**src/rtl/wb_write_arbiter_pkg.sv**
```systemverilog
// rtl/wb_write_arbiter_pkg.sv - shared processor constants and register-index helpers
package proc_pkg;

  localparam int REG_W         = 32;
  localparam int NUM_REGS      = 32;
  localparam int REG_IDX_W     = 5;
  localparam int DEFAULT_DEPTH = 4;

  typedef logic [REG_IDX_W-1:0] regIdx_t;
  typedef logic [NUM_REGS-1:0]  regMask_t;

  // One-hot mask for a register index; r0 is hardwired so it never shows as busy
  function automatic regMask_t regMask(input regIdx_t idx);
    regMask_t m;
    m = '0;
    if (idx != '0) m[idx] = 1'b1;
    return m;
  endfunction

endpackage

```
**src/rtl/wb_write_arbiter_if.sv**
```systemverilog
// rtl/wb_write_arbiter_if.sv - writeback arbiter bus: pipeline/multdiv requests and register-file write port
interface wb_write_arbiter_if #(
  parameter int REG_W = 32,
  parameter int DEPTH = 4
);

  localparam int CNT_W = $clog2(DEPTH) + 1;

  logic             pipe_we;
  logic [4:0]       pipe_rd;
  logic [REG_W-1:0] pipe_data;

  logic             md_valid;
  logic             md_ready;
  logic [4:0]       md_rd;
  logic [REG_W-1:0] md_data;

  logic             ctrl_writeEnable;
  logic [4:0]       ctrl_writeReg;
  logic [REG_W-1:0] data_writeReg;

  logic [31:0]      busy_vec;
  logic [CNT_W-1:0] q_count;

  modport master (
    output pipe_we, pipe_rd, pipe_data,
    output md_valid, md_rd, md_data,
    input  md_ready,
    input  ctrl_writeEnable, ctrl_writeReg, data_writeReg,
    input  busy_vec, q_count
  );

  modport slave (
    input  pipe_we, pipe_rd, pipe_data,
    input  md_valid, md_rd, md_data,
    output md_ready,
    output ctrl_writeEnable, ctrl_writeReg, data_writeReg,
    output busy_vec, q_count
  );

endinterface

```
**src/rtl/wb_write_arbiter_fifo.sv**
```systemverilog
// rtl/wb_write_arbiter_fifo.sv - long-latency result queue with per-entry valid and rd invalidation
module wb_fifo
  import proc_pkg::*;
#(
  parameter int DEPTH = DEFAULT_DEPTH,
  parameter int DW    = 32
) (
  input  logic                       clock,
  input  logic                       ctrl_reset,
  input  logic                       push,
  input  regIdx_t                    pushRd,
  input  logic [DW-1:0]              pushData,
  input  logic                       pop,
  input  logic                       invEn,
  input  regIdx_t                    invRd,
  output logic                       full,
  output logic                       empty,
  output logic [$clog2(DEPTH):0]     count,
  output regIdx_t                    headRd,
  output logic [DW-1:0]              headData,
  output logic                       headValid,
  output regMask_t                   queuedMask
);

  localparam int PTR_W = $clog2(DEPTH);
  localparam int CNT_W = PTR_W + 1;

  regIdx_t          entryRd   [DEPTH];
  logic [DW-1:0]    entryData [DEPTH];
  logic [DEPTH-1:0] entryValid;
  logic [PTR_W-1:0] wrPtr;
  logic [PTR_W-1:0] rdPtr;
  logic [CNT_W-1:0] countQ;
  logic             doPush;
  logic             doPop;

  assign full      = (countQ == CNT_W'(DEPTH));
  assign empty     = (countQ == '0);
  assign count     = countQ;
  assign doPush    = push && !full;
  assign doPop     = pop && !empty;
  assign headRd    = entryRd[rdPtr];
  assign headData  = entryData[rdPtr];
  assign headValid = entryValid[rdPtr];

  // Payload storage; contents are only meaningful where the slot is occupied
  always_ff @(posedge clock) begin
    if (doPush) begin
      entryRd[wrPtr]   <= pushRd;
      entryData[wrPtr] <= pushData;
    end
  end

  // Pointers and occupancy; pointer width makes the wrap modulo DEPTH implicit
  always_ff @(posedge clock or posedge ctrl_reset) begin
    if (ctrl_reset) begin
      wrPtr  <= '0;
      rdPtr  <= '0;
      countQ <= '0;
    end else begin
      if (doPush) wrPtr <= wrPtr + 1'b1;
      if (doPop)  rdPtr <= rdPtr + 1'b1;
      case ({doPush, doPop})
        2'b10:   countQ <= countQ + 1'b1;
        2'b01:   countQ <= countQ - 1'b1;
        default: countQ <= countQ;
      endcase
    end
  end

  // Per-entry valid: set on push, cleared on pop or when a newer pipeline write hits the same rd
  always_ff @(posedge clock or posedge ctrl_reset) begin
    if (ctrl_reset) begin
      entryValid <= '0;
    end else begin
      for (int i = 0; i < DEPTH; i++) begin
        if (doPush && (wrPtr == PTR_W'(i))) begin
          entryValid[i] <= 1'b1;
        end else if (doPop && (rdPtr == PTR_W'(i))) begin
          entryValid[i] <= 1'b0;
        end else if (invEn && (entryRd[i] == invRd)) begin
          entryValid[i] <= 1'b0;
        end
      end
    end
  end

  // Registers with a still-live queued write
  always_comb begin
    queuedMask = '0;
    for (int i = 0; i < DEPTH; i++) begin
      if (entryValid[i]) queuedMask = queuedMask | regMask(entryRd[i]);
    end
  end

endmodule

```
**src/rtl/wb_write_arbiter.sv**
```systemverilog
// rtl/wb_write_arbiter.sv - merges pipeline and multdiv writebacks into one registered register-file write
module wb_write_arbiter
  import proc_pkg::*;
#(
  parameter int DEPTH = DEFAULT_DEPTH,
  parameter int REG_W = proc_pkg::REG_W
) (
  input  logic                clock,
  input  logic                ctrl_reset,
  wb_write_arbiter_if.slave   bus
);

  localparam int CNT_W = $clog2(DEPTH) + 1;

  logic             qFull;
  logic             qEmpty;
  logic [CNT_W-1:0] qCount;
  regIdx_t          headRd;
  logic [REG_W-1:0] headData;
  logic             headValid;
  regMask_t         queuedMask;

  logic             mdFire;
  logic             mdPush;
  logic             qPop;
  logic             invEn;

  logic             writeEnable;
  regIdx_t          writeReg;
  logic [REG_W-1:0] writeData;

  // Accept/discard decisions for the multdiv result and the pop/invalidate for this cycle
  always_comb begin
    mdFire = bus.md_valid && !qFull;
    // rd=0 results and results already superseded by this cycle's pipeline write are dropped
    mdPush = mdFire && (bus.md_rd != '0) &&
             !(bus.pipe_we && (bus.pipe_rd == bus.md_rd));
    qPop   = !bus.pipe_we && !qEmpty;
    invEn  = bus.pipe_we && (bus.pipe_rd != '0);
  end

  wb_fifo #(
    .DEPTH (DEPTH),
    .DW    (REG_W)
  ) u_fifo (
    .clock      (clock),
    .ctrl_reset (ctrl_reset),
    .push       (mdPush),
    .pushRd     (bus.md_rd),
    .pushData   (bus.md_data),
    .pop        (qPop),
    .invEn      (invEn),
    .invRd      (bus.pipe_rd),
    .full       (qFull),
    .empty      (qEmpty),
    .count      (qCount),
    .headRd     (headRd),
    .headData   (headData),
    .headValid  (headValid),
    .queuedMask (queuedMask)
  );

  // Output stage: pipeline has priority, then the queue head, otherwise idle
  always_ff @(posedge clock or posedge ctrl_reset) begin
    if (ctrl_reset) begin
      writeEnable <= 1'b0;
      writeReg    <= '0;
      writeData   <= '0;
    end else if (bus.pipe_we) begin
      writeEnable <= (bus.pipe_rd != '0);
      writeReg    <= bus.pipe_rd;
      writeData   <= bus.pipe_data;
    end else if (qPop) begin
      writeEnable <= headValid && (headRd != '0);
      writeReg    <= headRd;
      writeData   <= headData;
    end else begin
      writeEnable <= 1'b0;
    end
  end

  assign bus.md_ready         = !qFull;
  assign bus.q_count          = qCount;
  assign bus.ctrl_writeEnable = writeEnable;
  assign bus.ctrl_writeReg    = writeReg;
  assign bus.data_writeReg    = writeData;
  assign bus.busy_vec         = queuedMask | (writeEnable ? regMask(writeReg) : '0);

endmodule

```
**src/flat_wrapper.sv**
```systemverilog
// flat-port wrapper written by rule: the top's interface ports become plain ports
module wb_write_arbiter_flat import proc_pkg::*;
#(
  parameter int DEPTH = DEFAULT_DEPTH,
  parameter int REG_W = proc_pkg::REG_W
)
  (clock, ctrl_reset, bus_pipe_we, bus_pipe_rd, bus_pipe_data, bus_md_valid, bus_md_rd, bus_md_data, bus_md_ready, bus_ctrl_writeEnable, bus_ctrl_writeReg, bus_data_writeReg, bus_busy_vec, bus_q_count);
  wb_write_arbiter_if #(.REG_W(REG_W), .DEPTH(DEPTH)) bus_i ();
  input  logic clock;
  input  logic ctrl_reset;
  input wire logic [$bits(bus_i.pipe_we)-1:0] bus_pipe_we;
  input wire logic [$bits(bus_i.pipe_rd)-1:0] bus_pipe_rd;
  input wire logic [$bits(bus_i.pipe_data)-1:0] bus_pipe_data;
  input wire logic [$bits(bus_i.md_valid)-1:0] bus_md_valid;
  input wire logic [$bits(bus_i.md_rd)-1:0] bus_md_rd;
  input wire logic [$bits(bus_i.md_data)-1:0] bus_md_data;
  output wire logic [$bits(bus_i.md_ready)-1:0] bus_md_ready;
  output wire logic [$bits(bus_i.ctrl_writeEnable)-1:0] bus_ctrl_writeEnable;
  output wire logic [$bits(bus_i.ctrl_writeReg)-1:0] bus_ctrl_writeReg;
  output wire logic [$bits(bus_i.data_writeReg)-1:0] bus_data_writeReg;
  output wire logic [$bits(bus_i.busy_vec)-1:0] bus_busy_vec;
  output wire logic [$bits(bus_i.q_count)-1:0] bus_q_count;
  assign bus_i.pipe_we = bus_pipe_we;
  assign bus_i.pipe_rd = bus_pipe_rd;
  assign bus_i.pipe_data = bus_pipe_data;
  assign bus_i.md_valid = bus_md_valid;
  assign bus_i.md_rd = bus_md_rd;
  assign bus_i.md_data = bus_md_data;
  assign bus_md_ready = bus_i.md_ready;
  assign bus_ctrl_writeEnable = bus_i.ctrl_writeEnable;
  assign bus_ctrl_writeReg = bus_i.ctrl_writeReg;
  assign bus_data_writeReg = bus_i.data_writeReg;
  assign bus_busy_vec = bus_i.busy_vec;
  assign bus_q_count = bus_i.q_count;
  wb_write_arbiter #(.DEPTH(DEPTH), .REG_W(REG_W)) u_core (.clock(clock), .ctrl_reset(ctrl_reset), .bus(bus_i));
endmodule
```
**config.mk**
```make
export PLATFORM = sky130hd
export DESIGN_NAME = wb_write_arbiter_flat
export DESIGN_NICKNAME = d
export VERILOG_FILES = /design/src/rtl/wb_write_arbiter_pkg.sv /design/src/rtl/wb_write_arbiter_if.sv /design/src/rtl/wb_write_arbiter_fifo.sv /design/src/rtl/wb_write_arbiter.sv /design/src/flat_wrapper.sv
export SDC_FILE = /design/constraint.sdc
export NUM_CORES = 1
export LEC_CHECK = 0
export CAP_MARGIN = 5
export CORE_MARGIN = 1
export CORE_UTILIZATION = 56
export CTS_BUF_LIST = sky130_fd_sc_hd__clkbuf_4
export CTS_CLUSTER_SIZE = 8
export DETAILED_ROUTE_END_ITERATION = 8
export PLACE_DENSITY = 0.91
export SYNTH_ARGS = -nofsm -noshare
export SYNTH_HDL_FRONTEND = slang
export SYNTH_SLANG_ARGS = --single-unit
```
**constraint.sdc**
```tcl
create_clock -name clock -period 2.7 [get_ports clock]
set_input_delay 0.54 -clock clock [delete_from_list [all_inputs] [get_ports clock]]
set_output_delay 0.54 -clock clock [all_outputs]
set_load 0.05 [all_outputs]
```
==> key figures <==
Outcome
  • Status: finished, final reports clean

Clocking
  • CTS root buf: clkbuf_4
  • CTS buffer count: 17
  • Worst skew pair latency: approximately 560 ps
  • H-tree depth: 4
  • Clock Pin Slew Worst Setup and Hold Paths: 150 ps
  • Sink Count: between 150 and 200
  • CTS tree: built
  • Clk buf depth: 2

Cells and area
  • Final nets: slightly below 1k
  • Cell area after layout: 12000 sq um
  • Multi-input gate area: around 3600 sq um
  • Register area: 5680 sq um
  • Fillers: 1018
  • Layout area overhead: 27.2%
  • Fraction of layout cells with a size suffix above 1: about a quarter

Global routing
  • M2 GR Usage: between 50% and 60%
  • Initial antenna violation count: 1
  • Remaining Overflow, GRT: 0
  • Met3 usage: 6.11%
  • First-pass GRT wire length: 40.0 mm
  • Total GRT Usage: 30.8%
  • Global route hottest layer: met2
  • Vias in the first global route: 7012
  • Met1 Usage GRT: between 30% and 40%
  • Largest net degree at the start of global routing: 50

Synthesis
  • Cell with the most instances after synthesis: edfxtp_1
  • Library cells used by synthesis: 44
  • Syn. warnings: 0
  • Post-synth EDFFs: around 150
  • Sequential area share after synthesis: approximately three fifths
  • Seq cells post-synth: 197
  • Synth top area share: 47.1%
  • Netlist Area Pre-Place: approximately 9400 sq um
  • Synth Area per Inst: between 10 and 15 sq um
  • Share of async-settable or async-resettable flops after synthesis: 24.9%
  • Cells after synthesis: ~700
  • Syn nets: 783
  • Synth area leader: edfxtp_1
  • Top cells by count, synth: 148 x edfxtp_1, 58 x nand2_1, 49 x dfrtp_1, 40 x nor2_1, 38 x mux4_2
  • Largest cells by area after synthesis: edfxtp_1 47%, dfrtp_1 13%, mux4_2 9.1%, mux2i_1 3.5%, a22oi_1 2.4%
  • Most common flop cell mapped by yosys: edfxtp_1

Floorplanning
  • Full die area: 17400 sq um
  • Rows: 47
  • Die width: approximately 130 um
  • Core area: 16500 sq um
  • Die height: 132 um
  • Initial Util: 57.1%
  • # IOs: between 150 and 200

Placed design
  • Gpl congestion: approximately 0.95
  • Input/output buffers: 150
  • Detailed Place HPWL: 18.4 mm
  • Placed Area: 11400 sq um

Run
  • Reported max-cap violation count: 0

Worst setup path
  • R2R Path End: u_core.u_fifo.count[2]$_DFFE_PP0P_
  • CP Launch Type: flip-flop
  • R2r setup slk: about 450 ps
  • CP Capture Type: primary output
  • Worst r2r path cells: 10
  • Critical Path AT: 2090 ps
  • Worst Path Max Fanout: 9
  • R2R Path Start: u_core.u_fifo.count[0]$_DFFE_PP0P_
  • Req. time, crit path: about 2200 ps
  • Crit Path Class: reg -> out

STA
  • Tightest Pin Transition: around 700 ps
  • Fmax achieved: about 0.38 GHz
  • Clock skew: between 20 and 30 ps
  • Min cycle time layout: between 2000 and 3000 ps
  • Unrepaired setup endpoints after global routing: yes
  • Slew margin rel.: roughly 53%
  • Tcrit/Tclk final: 97.2%
  • Final-report setup violation count: 0
  • Hold Fails Final Rpt: 0
  • Final slew viol count: 0

Route
  • Wire per inst: 23.1 um
  • DRC Markers: 0
  • First-pass iteration count of the detailed router: 7
  • Via density: 6.36
  • Vias: slightly above 7k
  • Routed Antenna Nets: 0
  • Final Routed Wirelength: 25.9 mm
  • Iteration-0 DRC count of the detailed router: 779

Pwr
  • Tot Pwr: roughly 12 mW
  • VDD IR max: 0.703 mV
  • P_leak: 4.32 nW
  • Pwr dens: about 1000 nW/um^2

Min path
  • HP Class: in -> async
[layout by cell type (no fill, tap or decap), types with 5 or more instances in the layout]
cell	instances
ha_1	9
xnor2_1	12
nand2_1	58
a22oi_1	30
nand3_1	25
edfxtp_1	148
o21ai_1	5
nor3_2	6
mux4_2	38
clkbuf_4	20
dfrtp_1	42
nor3_1	6
xor2_1	18
o22ai_1	15
and3_1	5
o21ai_0	28
nor3b_2	16
clkdlybuf4s50_1	117
dfrtp_2	7
o221ai_1	14
nand3b_1	24
buf_12	11
a222oi_1	5
mux2i_1	33
buf_4	95
nor2_1	40
inv_1	13
[logic make-up after synthesis]
logic type	count (synthesis)	synth area share (%)
buf+inv	69	3.28
other cells	1	0.0398
compound gates	109	8.04
flops	197	60.1
simple gates	207	11.6
fa+ha+maj	10	1.41
mux	72	12.7
xor+xnor	30	2.79
[worst max-delay path: stages (launching register included)]
cell and delay [ps]:
edfxtp_1 580, nor3b_1 330, buf_4 200, a22oi_1 80, nand3_1 120, buf_4 210
[report_power, final]
part	switching (mW)	internal, mW
clock network	0.928	0.486
logic	3.52	2.36
registers	0.644	4.11
total	5.09	6.95
[state kept, by name, summed over array words and instances (netlist names)]
register	count
u_core.u_fifo.entryValid	4
u_core.bus.data_writeReg	32
u_core.bus.ctrl_writeEnable	1
u_core.u_fifo.entryRd	20
u_core.u_fifo.rdPtr	2
u_core.u_fifo.entryData	128
u_core.bus.ctrl_writeReg	5
u_core.u_fifo.count	3
u_core.u_fifo.wrPtr	2
[through the flow]
stage	util, %	hold WS (ps)	TNS, ps	worst slack, ps	cells
4_1_cts	71.0	462	-103	-31.0	1094
3_3_place_gp	69.0	461	-167	-167	1059
3_5_place_dp	69.0	469	-300	-213	1059
5_1_grt	72.6	484	-120	-41.7	1119
6_report	72.6	478	0	74.9	1119
2_1_floorplan	-	512	0	34.4	695
[layer usage]
| metal | vias to the layer above | part of all wire [%] |
|---|---|---|
| li1 | 3056 | - |
| met5 | - | 0 |
| met1 | 3433 | 36 |
| met3 | 103 | 8.3 |
| met2 | 524 | 52 |
| met4 | 0 | 3.9 |
[final cells by class]
cell class	instances	share of cell area (%)
clock buffers	20	1.25
diodes	1	0.0209
inverters	14	0.438
well taps	220	2.29
clock inverters	12	0.897
multi-input cells	429	30.0
flip-flops and latches	197	47.3
repair buffers	226	17.8
[worst max-delay path by stage]
| stage | start | cells after the start | slack [ps] | to |
|---|---|---|---|---|
| after floorplan | u_core.bus.ctrl_writeReg[1]$_DFFE_PP0P_ | 3 | 30 | bus_busy_vec[24] |
| after detailed placement | bus_md_rd[0] | 11 | -210 | u_core.u_fifo.count[2]$_DFFE_PP0P_ |
| after CTS | u_core.u_fifo.entryRd[0][3]$_DFFE_PP_ | 4 | -30 | bus_busy_vec[10] |
| after global placement | bus_md_rd[0] | 11 | -170 | u_core.u_fifo.count[2]$_DFFE_PP0P_ |
| final | u_core.u_fifo.entryRd[2][2]$_DFFE_PP_ | 5 | 70 | bus_busy_vec[10] |
| after global routing | u_core.u_fifo.entryRd[0][4]$_DFFE_PP_ | 5 | -40 | bus_busy_vec[15] |
[repair_timing]
action,in CTS,in global routing
buffers inserted,3,24
pin swaps,0,2
gates cloned,0,0
hold buffers,0,0
resized for setup,13,20
endpoints found under the setup margin,19,30
(Power assumes the default switching activity.)
